File: src/rtl/wb_arbiter.sv
// N-master to 1-slave Wishbone B4 classic arbiter; grant is held for the whole bus cycle.
// Define WB_ARB_ROUND_ROBIN_EN to rotate priority between grants instead of fixed priority.

module wb_arb_pri_enc #(
    parameter int WIDTH    = 2,
    parameter int LSB_HIGH = 1
) (
    input  logic [WIDTH-1:0]         req,
    output logic [$clog2(WIDTH)-1:0] idx,
    output logic                     valid
);
    localparam int IW = $clog2(WIDTH);

    // Scan from lowest to highest priority so the last hit wins.
    always_comb begin
        idx   = '0;
        valid = |req;
        if (LSB_HIGH != 0) begin
            for (int i = WIDTH - 1; i >= 0; i--)
                if (req[i]) idx = IW'(i);
        end else begin
            for (int i = 0; i < WIDTH; i++)
                if (req[i]) idx = IW'(i);
        end
    end
endmodule

module wb_arbiter #(
    parameter int PORTS             = 2,
    parameter int ADDR_WIDTH        = 32,
    parameter int DATA_WIDTH        = 32,
    parameter int SEL_WIDTH         = DATA_WIDTH / 8,
    parameter int LSB_HIGH_PRIORITY = 1
) (
    input  logic                            clk_i,
    input  logic                            rst_ni,
    input  logic [PORTS-1:0]                m_cyc_i,
    input  logic [PORTS-1:0]                m_stb_i,
    input  logic [PORTS-1:0]                m_we_i,
    input  logic [PORTS*ADDR_WIDTH-1:0]     m_adr_i,
    input  logic [PORTS*DATA_WIDTH-1:0]     m_dat_i,
    input  logic [PORTS*SEL_WIDTH-1:0]      m_sel_i,
    output logic [DATA_WIDTH-1:0]           m_dat_o,
    output logic [PORTS-1:0]                m_ack_o,
    output logic [PORTS-1:0]                m_err_o,
    output logic                            s_cyc_o,
    output logic                            s_stb_o,
    output logic                            s_we_o,
    output logic [ADDR_WIDTH-1:0]           s_adr_o,
    output logic [DATA_WIDTH-1:0]           s_dat_o,
    output logic [SEL_WIDTH-1:0]            s_sel_o,
    input  logic [DATA_WIDTH-1:0]           s_dat_i,
    input  logic                            s_ack_i,
    input  logic                            s_err_i,
    output logic [PORTS-1:0]                grant_o
);
    localparam int IW = $clog2(PORTS);

    logic          gnt_valid, nxt_valid;
    logic [IW-1:0] gnt_idx, nxt_idx;
    logic [IW-1:0] win;
    logic          win_valid;

`ifdef WB_ARB_ROUND_ROBIN_EN
    logic [PORTS-1:0] mask, nxt_mask;
    logic [IW-1:0]    msk_win, raw_win;
    logic             msk_valid;

    wb_arb_pri_enc #(.WIDTH(PORTS), .LSB_HIGH(LSB_HIGH_PRIORITY)) u_enc_masked (
        .req(m_cyc_i & mask), .idx(msk_win), .valid(msk_valid));
    wb_arb_pri_enc #(.WIDTH(PORTS), .LSB_HIGH(LSB_HIGH_PRIORITY)) u_enc_raw (
        .req(m_cyc_i), .idx(raw_win), .valid(win_valid));

    assign win = msk_valid ? msk_win : raw_win;
`else
    wb_arb_pri_enc #(.WIDTH(PORTS), .LSB_HIGH(LSB_HIGH_PRIORITY)) u_enc (
        .req(m_cyc_i), .idx(win), .valid(win_valid));
`endif

    always_ff @(posedge clk_i) begin
        if (!rst_ni) begin
            gnt_valid <= 1'b0;
            gnt_idx   <= '0;
`ifdef WB_ARB_ROUND_ROBIN_EN
            mask      <= '1;
`endif
        end else begin
            gnt_valid <= nxt_valid;
            gnt_idx   <= nxt_idx;
`ifdef WB_ARB_ROUND_ROBIN_EN
            mask      <= nxt_mask;
`endif
        end
    end

    // Release always drops to idle first, so owners are separated by a dead cycle.
    always_comb begin
        nxt_valid = gnt_valid;
        nxt_idx   = gnt_idx;
`ifdef WB_ARB_ROUND_ROBIN_EN
        nxt_mask  = mask;
`endif
        if (!gnt_valid) begin
            if (win_valid) begin
                nxt_valid = 1'b1;
                nxt_idx   = win;
`ifdef WB_ARB_ROUND_ROBIN_EN
                for (int j = 0; j < PORTS; j++)
                    nxt_mask[j] = (LSB_HIGH_PRIORITY != 0) ? (j > int'(win)) : (j < int'(win));
`endif
            end
        end else if (!m_cyc_i[gnt_idx]) begin
            nxt_valid = 1'b0;
        end
    end

    always_comb begin
        s_cyc_o = 1'b0;
        s_stb_o = 1'b0;
        s_we_o  = 1'b0;
        m_ack_o = '0;
        m_err_o = '0;
        grant_o = '0;
        s_adr_o = m_adr_i[int'(gnt_idx)*ADDR_WIDTH +: ADDR_WIDTH];
        s_dat_o = m_dat_i[int'(gnt_idx)*DATA_WIDTH +: DATA_WIDTH];
        s_sel_o = m_sel_i[int'(gnt_idx)*SEL_WIDTH +: SEL_WIDTH];
        m_dat_o = s_dat_i;
        if (gnt_valid) begin
            s_cyc_o          = m_cyc_i[gnt_idx];
            s_stb_o          = m_stb_i[gnt_idx];
            s_we_o           = m_we_i[gnt_idx];
            grant_o[gnt_idx] = 1'b1;
            // Responses without an active strobe are stray and never forwarded.
            if (m_stb_i[gnt_idx]) begin
                m_ack_o[gnt_idx] = s_ack_i;
                m_err_o[gnt_idx] = s_err_i;
            end
        end
    end
endmodule

File: config.mk
export PLATFORM = sky130hd
export DESIGN_NAME = wb_arbiter
export DESIGN_NICKNAME = d
export VERILOG_FILES = /design/src/rtl/wb_arbiter.sv
export SDC_FILE = /design/constraint.sdc
export NUM_CORES = 1
export LEC_CHECK = 0
export CORE_AREA = 2 2 110 112
export DETAILED_ROUTE_END_ITERATION = 8
export DIE_AREA = 0 0 112 114
export SETUP_SLACK_MARGIN = 0.05
export SLEW_MARGIN = 25
export SYNTH_ARGS = -nofsm -noshare
export SYNTH_HDL_FRONTEND = slang
export SYNTH_HIERARCHICAL = 1
export SYNTH_SLANG_ARGS = --single-unit
File: constraint.sdc
create_clock -name clk_i -period 1.2 [get_ports clk_i]
set_input_delay 0.3 -clock clk_i [delete_from_list [all_inputs] [get_ports clk_i]]
set_output_delay 0.3 -clock clk_i [all_outputs]
set_load 0.005 [all_outputs]
* Word level (Yosys, flattened, before mapping)
Cells that the tools add are included.
** Storage, ports and cells
- Output and inout port bits :: 109
- Logic and storage cells :: 34
- Register bits after elaboration :: 2
- Input port bits :: 178
** Operators by class
- Bitwise gates (word level) :: 3
- Shift-type cells :: 3
- Mux-type cells :: 21
- Reductions and logical operators :: 3
- Order comparisons :: 2
** Operators by type and width (number)
- indexed part select 64 x 7 -> 32 bit :: 2
- two-way mux 1 bit :: 15
- two-way mux 2 bit :: 5
- indexed part select 8 x 4 -> 4 bit :: 1
- bitwise AND 2 bit :: 2
- less-than comparator 1 x 2 -> 1 bit (second input constant) :: 1
- AND reduction 2 bit :: 1
- OR reduction 2 bit :: 1
- demux 1 bit (select 1 bit) :: 1
- >= comparator 1 bit (second input constant) :: 1
- logical AND 1 bit :: 1
- inverter 1 bit :: 1

* Depth between registers and ports, before layout
Gate-level depths: netlist of run 1.
- Word-level depth :: 7
- Gate-level depth with buffers :: 4
- Depth with buffers taken out :: 4

* Hierarchy
Netlist of run 1, hierarchy kept.
** By module, submodules not included
- wb_arbiter :: cells an instance 131, sequential area each 40.0 um2, area an instance 1421.4 um2, times used 1
- wb_arb_pri_enc :: cells an instance 2, sequential area each 0.0 um2, area an instance 12.5 um2, times used 1

* Worst setup path after synthesis of run 1
OpenSTA, ideal clock, no wires.
- Path type :: reg2out
- From :: reg gnt_idx
- To :: out s_adr_o[10]
- Path buffers :: 2
- Stages on the path, launching flop included :: 4
- Setup slack :: -0.052 ns
- Data required time :: 0.900 ns
- Data arrival time :: 0.952 ns
- Cell sequence :: dfxtp_1 > buf_6 > buf_6 > mux2_4
** Between the ends
- Longest elaborated chain between the ends :: 1
** Ends and longest elaborated chain
- start, declared :: line 60 : logic [IW-1:0] gnt_idx, nxt_idx;
- start signal, assigned :: line 89 : gnt_idx <= nxt_idx;
- indexed part select 64 x 7 -> 32 bit :: line 124 : s_adr_o = m_adr_i[int'(gnt_idx)*ADDR_WIDTH +: ADDR_WIDTH];
- end, declared :: line 49 : output logic [ADDR_WIDTH-1:0] s_adr_o,
No other way between the ends.

* Worst setup path after layout of run 1
- From :: reg gnt_idx
- To :: out s_dat_o[4]
** Between the ends
- Longest elaborated chain between the ends :: 1
** Ends and longest elaborated chain
- indexed part select 64 x 7 -> 32 bit :: line 125 : s_dat_o = m_dat_i[int'(gnt_idx)*DATA_WIDTH +: DATA_WIDTH];
- end, declared :: line 50 : output logic [DATA_WIDTH-1:0] s_dat_o,
No other way between the ends.

==> impl_metrics.csv, run 1 <==
group,metric,value,unit
floorplan,design.die.area,12800,um^2
synthesis,synth_area,1430,um^2
sta,worst_pin_slew,199,ps
placement,hpwl,5530,um
synthesis,synth_top_area_cell,"mux2_4",
setup_path,critPathKind,"flop to primary output",
synthesis,avgSynthCellArea,10.8,um^2
setup_path,path_max_fanout,5,
floorplan,ios,287,
cells_and_area,fillers,1134,
placement,numPortBuffers,222,
clock_network,h-tree-depth,1,
grt,grt_pass1_wl,11300,um
sta,finalHoldViolCount,0,
pwr,p_switching,505,uW
cells_and_area,nNetsFinal,545,
floorplan,rows,40,
grt,grt_overflow,0,
synthesis,synth.area.top_cells,"mux2_4 (49%), buf_4 (17%), mux2_2 (16%), buf_6 (4.7%), dfxtp_1 (2.8%)",
clock_network,cts_buffers,3,
cells_and_area,finalNonFillerCells,513,
synthesis,yosysWarnings,6,
worst_hold_path,hp-class,"input pin to flop",
drt,vias_per_cell,3.75,
synthesis,synth_top_area_share,49.2,%
clock_network,cts_tree,"built",
placement,place.gp.congestion,0.778,
sta,skew,4.42,ps
floorplan,start_util,12.2,%
sta,final-max-slew-violation-count,0,
drt,drc,0,
cells_and_area,drive_gt1_share,57.7,%
grt,antenna_found_initial,0,
drt,drt_iter0_markers,31,
grt,grt_pass1_vias,2046,
clock_network,clkLatencyLatePin,220,ps
placement,placed_cells,469,
sta,rsz0062_at_grt,"yes",
sta,fmax,577,MHz
outcome,violations,"negative setup slack",
synthesis,synth-seq-cells,2,
pwr,comb_power_share,73.3,%
sta,finalCriticalPeriod,1730,ps
clock_network,clock_sink_count,2,
drt,wl_per_cell,15.3,um
clock_network,clockBufferDepth,2,
grt,grt_util_all_layers,11.2,%
clock_network,cts.clk_slew.worst_paths,30,ps
sta,setup-tns-final,-35900,ps
sta,relSlewSlack,86.6,%
grt,grt_start_max_net_pins,8,
setup_path,crit_family,"buffers and inverters",
cells_and_area,area_growth,216,%
sta,setup_ws,-534,ps
setup_path,max_stage_delay,400,ps
sta,timing.final.crit_share,145,%
clock_network,cts_root_buffer,"clkbuf_16",
outcome,status,"complete, but fails checks",
floorplan,coreArea,11700,um^2
drt,antenna_left,0,
setup_path,crit_path_top_delay_cell,"dfxtp_4",
drt,vias,1925,
clock_network,hold_buffers,0,
cells_and_area,fin_util,38.7,%
drt,first_pass_iters,4,
synthesis,synth.distinct_cells,17,
synthesis,synth_nets,311,
synthesis,ys_seq_area_share,2.79,%
floorplan,die_y,114,um
pwr,leakage,1.98,nW
pwr,seq_power_share,3.5,%
sta,setup_viol,78,
setup_path,start_kind,"flop",
setup_path,worst_setup_path_end_kind,"primary output",
pwr,switching_share,22.6,%
pwr,internal_power,1.73,mW
setup_path,worstPathArrival,1430,ps
job,drv_cap,0,
setup_path,worstPathRequired,900,ps
synthesis,syn_inst,133,
pwr,clkPwrFrac,23.1,%
drt,postRouteWirelength,7830,um
setup_path,worstPathCellList,"buf_12, buf_16, buf_8, mux2_4, buf_6",
cells_and_area,antenna_cells,0,
setup_path,crit_buf_inv,4,
pwr,power.density,493,nW/um^2
floorplan,die_w,112,um
pwr,peakVddDrop,0.000615,V
## power by group through the flow
stage | clock network, mW | logic, mW | registers, mW
6_report | 0.517 | 1.64 | 0.0782
5_1_grt | 0.540 | 1.73 | 0.0791
3_3_place_gp | 0 | 1.27 | 0.0786
4_1_cts | 0.523 | 1.61 | 0.0788
3_5_place_dp | 0 | 1.28 | 0.0792
2_1_floorplan | 0 | 0.493 | 0.0747
## cell usage in the layout, fill, tap and decap left out
cell             netlist  final
buf_12                 0      9
nor2b_4                0      1
nand2_4                0      1
mux2i_2                0      1
buf_8                  0      4
mux2i_4                0      1
clkbuf_16              0      3
clkbuf_1               1      1
a21oi_2                0      1
dfxtp_4                0      1
mux2i_1                3      1
mux2_4                47     68
or2_1                  1      1
clkdlybuf4s50_1        0    143
a21boi_1               1      1
buf_4                 32      6
dfxtp_1                2      1
buf_6                  6     86
nor2b_1                6      4
buf_16                 0     10
buf_2                  2      8
clkbuf_2               0      4
nand2b_4               0      1
nor2_2                 0      4
nand2_1                3      2
and2_4                 0      1
nor2b_2                0      1
o21ai_0                1      1
## per-stage QoR
stage,hold WS (ps),cell area [um^2],power (mW),setup slack (ps)
floorplan,428,1460,0.568,-27.3
global placement,589,3610,1.35,-603
detailed placement,594,3610,1.36,-612
CTS,600,4450,2.21,-598
global route,532,4540,2.35,-580
finish,514,4540,2.23,-534
## layer usage
layer	global-route usage, %	vias to the layer above	wire length [um]
met5	0	-	0
met4	1.30	0	0
met3	3.08	0	728
met2	21.3	134	4130
met1	12.8	886	2970
li1	-	905	-
## logic make-up (layout without fill, tap and decap cells)
logic type	Yosys count	count (layout)	synth area share, %
mux	71	71	67.8
compound gates	3	3	1.22
flops	2	2	2.79
buf+inv	41	274	22.4
simple gates	16	16	5.76
## sequential cells by signal, summed over array words and instances, names as in the netlist
signal / count
gnt_valid: 1
gnt_idx: 1
## layout make-up
type                            count  area [um^2]  share of cell area [%]
Clock buffer                        4         78.8                    1.74
Multi-Input combinational cell     90         1210                    26.6
Timing Repair Buffer              270         3020                    66.6
Tap cell                          147          184                    4.06
Sequential cell                     2         43.8                   0.966
## Yosys cell counts
cell,n
a21boi_1,1
a21oi_1,1
and2_1,1
buf_2,2
buf_4,32
buf_6,6
clkbuf_1,1
dfxtp_1,2
mux2_2,21
mux2_4,47
mux2i_1,3
nand2_1,3
nand2b_1,1
nor2_1,4
nor2b_1,6
o21ai_0,1
or2_1,1
## repair_timing
action / in CTS / in global routing
cloned: 9 / 0
setup buffers: 30 / 1
endpoints found under the setup margin: 79 / 79
pin swaps: 5 / 1
gates resized for setup: 423 / 25
## tightest hold or removal path: cells and delay by family
kind / cells / cell delay (ps)
mux: 1 / 70
compound gates: 1 / 90
buf+inv: 2 / 230
## final timing paths
check                                           from                    to  slack, ps  cells past startpoint
worst max-delay path            gnt_idx$_SDFFE_PN0P_            s_dat_o[4]       -530                      5
worst min-delay path                      m_cyc_i[0]  gnt_valid$_SDFF_PN0_        510                      4
worst max register to register  gnt_idx$_SDFFE_PN0P_  gnt_valid$_SDFF_PN0_        -90                      6
worst min register to register  gnt_valid$_SDFF_PN0_  gnt_valid$_SDFF_PN0_        590                      2
(Power assumes the default switching activity.)
==> inputs of run 2 (changes only) <==
Settings changed: DONT_BUFFER_PORTS set to 1, RECOVER_POWER set to 100.
==> run 2 against run 1 <==
The flow still finishes with violations (negative setup slack). Combinational power down 62%. First-iteration DRC count shrank 9.7%. Global-route usage shrank 4.9 points. Maximum frequency is 14% higher. Routed wire length down 35%. Clock power barely moved. Worst setup slack better by 210 ps. Final cell count is 49% lower. Sequential power grew 8.1%. Flip-flop and latch count stayed put. Hold slack got worse by 310 ps. Sequential share of layout area grew 1.4 points. Critical endpoint is now s_adr_o[14].
==> impl_metrics.csv, run 2 (synthesized netlist as in run 1, its figures left out) <==
group,metric,value,unit
outcome,status,"complete, but fails checks",
outcome,violations,"negative setup slack",
setup_path,path_max_fanout,5,
grt,grt_pass1_vias,974,
pwr,seq_power_share,6.9,%
drt,wl_per_cell,19.4,um
setup_path,worst_setup_path_end_kind,"primary output",
grt,grt_overflow,0,
placement,place_ws,-145,ps
pwr,power.density,642,nW/um^2
setup_path,crit_path_top_delay_cell,"dfxtp_4",
pwr,comb_power_share,51.0,%
cells_and_area,drive_gt1_share,90.4,%
cells_and_area,fillers,1289,
drt,postRouteWirelength,5070,um
sta,worst_pin_slew,203,ps
placement,place.gp.congestion,0.755,
floorplan,die_y,114,um
floorplan,ios,287,
cells_and_area,final_common_cell,"mux2_4",
cells_and_area,nNetsFinal,293,
clock_network,cts_buffers,3,
sta,final-max-slew-violation-count,0,
job,drv_cap,0,
drt,antenna_left,0,
sta,finalCriticalPeriod,1520,ps
sta,timing.final.crit_share,127,%
sta,relSlewSlack,86.3,%
setup_path,critPathKind,"flop to primary output",
cells_and_area,area_growth,33.5,%
grt,antenna_found_initial,0,
placement,hpwl,3650,um
drt,first_pass_iters,3,
grt,grt_start_max_net_pins,18,
setup_path,worstPathCellList,"buf_12, clkbuf_16, mux2_4",
sta,skew,4.23,ps
cells_and_area,antenna_cells,0,
pwr,switching_share,25.7,%
clock_network,cts.clk_slew.worst_paths,30,ps
drt,drc,0,
setup_path,max_stage_delay,370,ps
setup_path,start_kind,"flop",
sta,setup_viol,78,
clock_network,clock_sink_count,2,
drt,vias_per_cell,3.79,
drt,vias,990,
worst_hold_path,hp-class,"input pin to flop",
cells_and_area,top_regs,"gnt_idx x1, gnt_valid x1",
clock_network,cts_tree,"built",
pwr,leakage,0.754,nW
clock_network,cts_root_buffer,"clkbuf_16",
sta,rsz0062_at_grt,"yes",
pwr,clkPwrFrac,42.1,%
drt,drt_iter0_markers,28,
setup_path,worstPathArrival,1220,ps
clock_network,clockBufferDepth,2,
setup_path,reg2reg_slack,-70,ps
grt,grt_pass1_wl,5920,um
pwr,p_switching,316,uW
clock_network,h-tree-depth,1,
floorplan,rows,40,
clock_network,clkLatencyLatePin,220,ps
setup_path,worstPathRequired,900,ps
sta,finalHoldViolCount,0,
floorplan,die_w,112,um
grt,grt_util_all_layers,6.22,%
sta,fmax,658,MHz
pwr,fin_total_pwr,1.23,mW
floorplan,start_util,12.2,%
sta,setup_ws,-320,ps
pwr,peakVddDrop,0.000801,V
floorplan,coreArea,11700,um^2
pwr,internal_power,913,uW
floorplan,design.die.area,12800,um^2
cells_and_area,mostFrequentLayoutCells,"mux2_4 (68), clkbuf_16 (6), buf_16 (6)",
placement,numPortBuffers,0,
clock_network,hold_buffers,0,
[run 2: area by class of cell]
cell class / instances / area (um^2) / share of cell area, %
Multi-Input combinational cell: 90 / 1240 / 64.6
Timing Repair Buffer: 18 / 369 / 19.3
Tap cell: 147 / 184 / 9.61
Clock buffer: 4 / 78.8 / 4.12
Sequential cell: 2 / 45.0 / 2.35
[run 2: metal layers]
metal | GRT usage, % | wire length (um) | vias to the layer above
met1 | 7.44 | 1840 | 457
li1 | - | - | 399
met3 | 1.75 | 613 | 0
met5 | 0 | 0 | -
met2 | 11.3 | 2620 | 134
met4 | 1.06 | 0 | 0
[run 2: final timing paths]
path                             start                    to  cells after the start
setup / recovery  gnt_idx$_SDFFE_PN0P_           s_adr_o[14]                      3
hold / removal                  rst_ni  gnt_idx$_SDFFE_PN0P_                      1
setup reg to reg  gnt_idx$_SDFFE_PN0P_  gnt_valid$_SDFF_PN0_                      6
hold reg to reg   gnt_valid$_SDFF_PN0_  gnt_valid$_SDFF_PN0_                      1
[run 2: stage by stage]
step / hold WS [ps] / instance area, um^2 / setup TNS [ps] / utilization (%) / cells
after floorplan: 428 / 1460 / -1180 / - / 133
after global placement: 433 / 1360 / -3650 / 11.6 / 243
after detailed placement: 433 / 1360 / -4260 / 11.6 / 243
after CTS: 203 / 1790 / -23960 / 15.3 / 257
after global routing: 212 / 1910 / -25180 / 16.3 / 261
final: 207 / 1910 / -22390 / 16.3 / 261
[run 2: power groups by stage]
stage / logic (mW) / clock network (mW) / registers [mW]
detailed placement: 0.438 / 0 / 0.0837
global route: 0.664 / 0.538 / 0.0860
finish: 0.627 / 0.517 / 0.0845
global placement: 0.437 / 0 / 0.0832
floorplan: 0.493 / 0 / 0.0747
CTS: 0.588 / 0.528 / 0.0843
[run 2: worst max-delay path, delay by kind of cell (launching register included)]
kind	cells	cell delay [ps]
multiplexers	1	300
flip-flops	1	370
buffers and inverters	2	320
[run 2: what timing repair did]
action                     CTS  global route
setup endpoints to repair   78            78
pin swaps                    5             2
resized for setup           45             9
gates cloned                 5             3
setup buffers                5             1
hold endpoints to repair     0             0
==> inputs of run 3 (changes only) <==
Settings changed: SKIP_LAST_GASP set to 1.
==> run 3 against run 2 <==
The flow still finishes with violations (negative setup slack). Via count decreased by 0.10%. Core utilization decreased by 0.064 points. Register-to-register slack improved by 90 ps. Critical path depth unchanged. Sequential share of layout area about the same. Clock skew about the same. Total power decreased by 0.33%. Routed wire length about the same. Clock power about the same. First-iteration DRC count decreased by 7.1%. Highest routed layer unchanged.
==> impl_metrics.csv, run 3 (synthesized netlist as in run 1, its figures left out) <==
group,metric,value,unit
cells_and_area,antenna_cells,0,
setup_path,critPathKind,"flop to primary output",
cells_and_area,area_growth,33.0,%
sta,finalHoldViolCount,0,
grt,grt_pass1_wl,5870,um
cells_and_area,finalNonFillerCells,260,
drt,antenna_left,0,
setup_path,worstPathRequired,900,ps
sta,skew,4.23,ps
cells_and_area,nNetsFinal,292,
sta,final-max-slew-violation-count,0,
worst_hold_path,hp-class,"input pin to flop",
clock_network,cts.clk_slew.worst_paths,30,ps
drt,drc,0,
clock_network,clock_sink_count,2,
sta,relSlewSlack,86.7,%
setup_path,start_kind,"flop",
grt,antenna_found_initial,0,
drt,postRouteWirelength,5070,um
sta,worst_pin_slew,198,ps
floorplan,ios,287,
sta,setup_viol,77,
setup_path,worst_setup_path_end_kind,"primary output",
cells_and_area,fillers,1288,
sta,finalCriticalPeriod,1520,ps
placement,place.gp.congestion,0.755,
floorplan,rows,40,
pwr,peakVddDrop,0.000777,V
pwr,power.density,642,nW/um^2
sta,rsz0062_at_grt,"yes",
outcome,violations,"negative setup slack",
cells_and_area,mostFrequentLayoutCells,"mux2_4 (68), clkbuf_16 (6), buf_16 (6)",
cells_and_area,drive_gt1_share,90.3,%
floorplan,die_y,114,um
placement,placed_cells,243,
placement,numPortBuffers,0,
grt,grt_pass1_vias,965,
floorplan,coreArea,11700,um^2
drt,first_pass_iters,4,
floorplan,start_util,12.2,%
clock_network,cts_buffers,3,
cells_and_area,final_common_cell,"mux2_4",
cells_and_area,fin_util,16.3,%
clock_network,cts_tree,"built",
grt,grt_overflow,0,
drt,vias_per_cell,3.80,
floorplan,design.die.area,12800,um^2
setup_path,path_max_fanout,5,
clock_network,clockBufferDepth,2,
sta,setup_ws,-319,ps
job,drv_cap,0,
drt,drt_iter0_markers,26,
setup_path,worstPathArrival,1220,ps
drt,wl_per_cell,19.5,um
pwr,leakage,0.750,nW
grt,grt_start_max_net_pins,18,
clock_network,clkLatencyLatePin,220,ps
clock_network,cts_root_buffer,"clkbuf_16",
sta,fmax,658,MHz
placement,hpwl,3650,um
sta,timing.final.crit_share,127,%
drt,vias,989,
pwr,fin_total_pwr,1.23,mW
outcome,status,"complete, but fails checks",
floorplan,die_w,112,um
clock_network,h-tree-depth,1,
grt,grt_util_all_layers,6.18,%
cells_and_area,top_regs,"gnt_idx x1, gnt_valid x1",
-- run 3: per-layer routing --
metal | GRT usage (%) | vias up | routed length (um)
met1 | 7.34 | 458 | 1850
met5 | 0 | - | 0
met3 | 1.75 | 0 | 612
li1 | - | 397 | -
met2 | 11.3 | 134 | 2610
met4 | 1.06 | 0 | 0
-- run 3: cell type report --
cell class / instances / area (um^2) / share of cell area [%]
sequential: 2 / 45.0 / 2.36
clock buffer: 4 / 78.8 / 4.13
timing repair buffer: 17 / 362 / 19.0
multi-input combinational: 90 / 1240 / 64.9
tap: 147 / 184 / 9.65
-- run 3: path summary, 6_finish.rpt --
kind | cells past startpoint | slack (ps) | end | startpoint
max reg2reg | 5 | 20 | gnt_valid$_SDFF_PN0_ | gnt_idx$_SDFFE_PN0P_
max | 3 | -320 | s_dat_o[30] | gnt_idx$_SDFFE_PN0P_
min reg2reg | 1 | 560 | gnt_valid$_SDFF_PN0_ | gnt_valid$_SDFF_PN0_
min | 1 | 210 | gnt_idx$_SDFFE_PN0P_ | rst_ni
-- run 3: stage by stage --
| step | setup TNS, ps | hold WS, ps | instance area [um^2] | worst slack, ps |
|---|---|---|---|---|
| 2_1_floorplan | -1180 | 428 | 1460 | -27.3 |
| 3_3_place_gp | -3650 | 433 | 1360 | -141 |
| 3_5_place_dp | -4260 | 433 | 1360 | -145 |
| 4_1_cts | -24090 | 203 | 1780 | -357 |
| 5_1_grt | -25090 | 212 | 1910 | -354 |
| 6_report | -22320 | 208 | 1910 | -319 |
-- run 3: critical path: stages (launching register included) --
cell and delay [ps]:
dfxtp_4 370, buf_12 160, buf_16 140, mux2_4 320
-- run 3: timing repair --
action	4_1_cts	5_1_grt
buffers inserted	5	1
gates resized for setup	41	13
pin swaps	5	3
hold buffers	0	0
cloned	5	3
endpoints found under the setup margin	78	78
-- run 3: power breakdown --
| part | internal [mW] | switching, mW | total [mW] | leakage (nW) |
|---|---|---|---|---|
| combinational | 0.401 | 0.222 | 0.624 | 0.694 |
| clock | 0.437 | 0.0797 | 0.517 | 0.0382 |
| sequential | 0.0716 | 0.0127 | 0.0843 | 0.0175 |
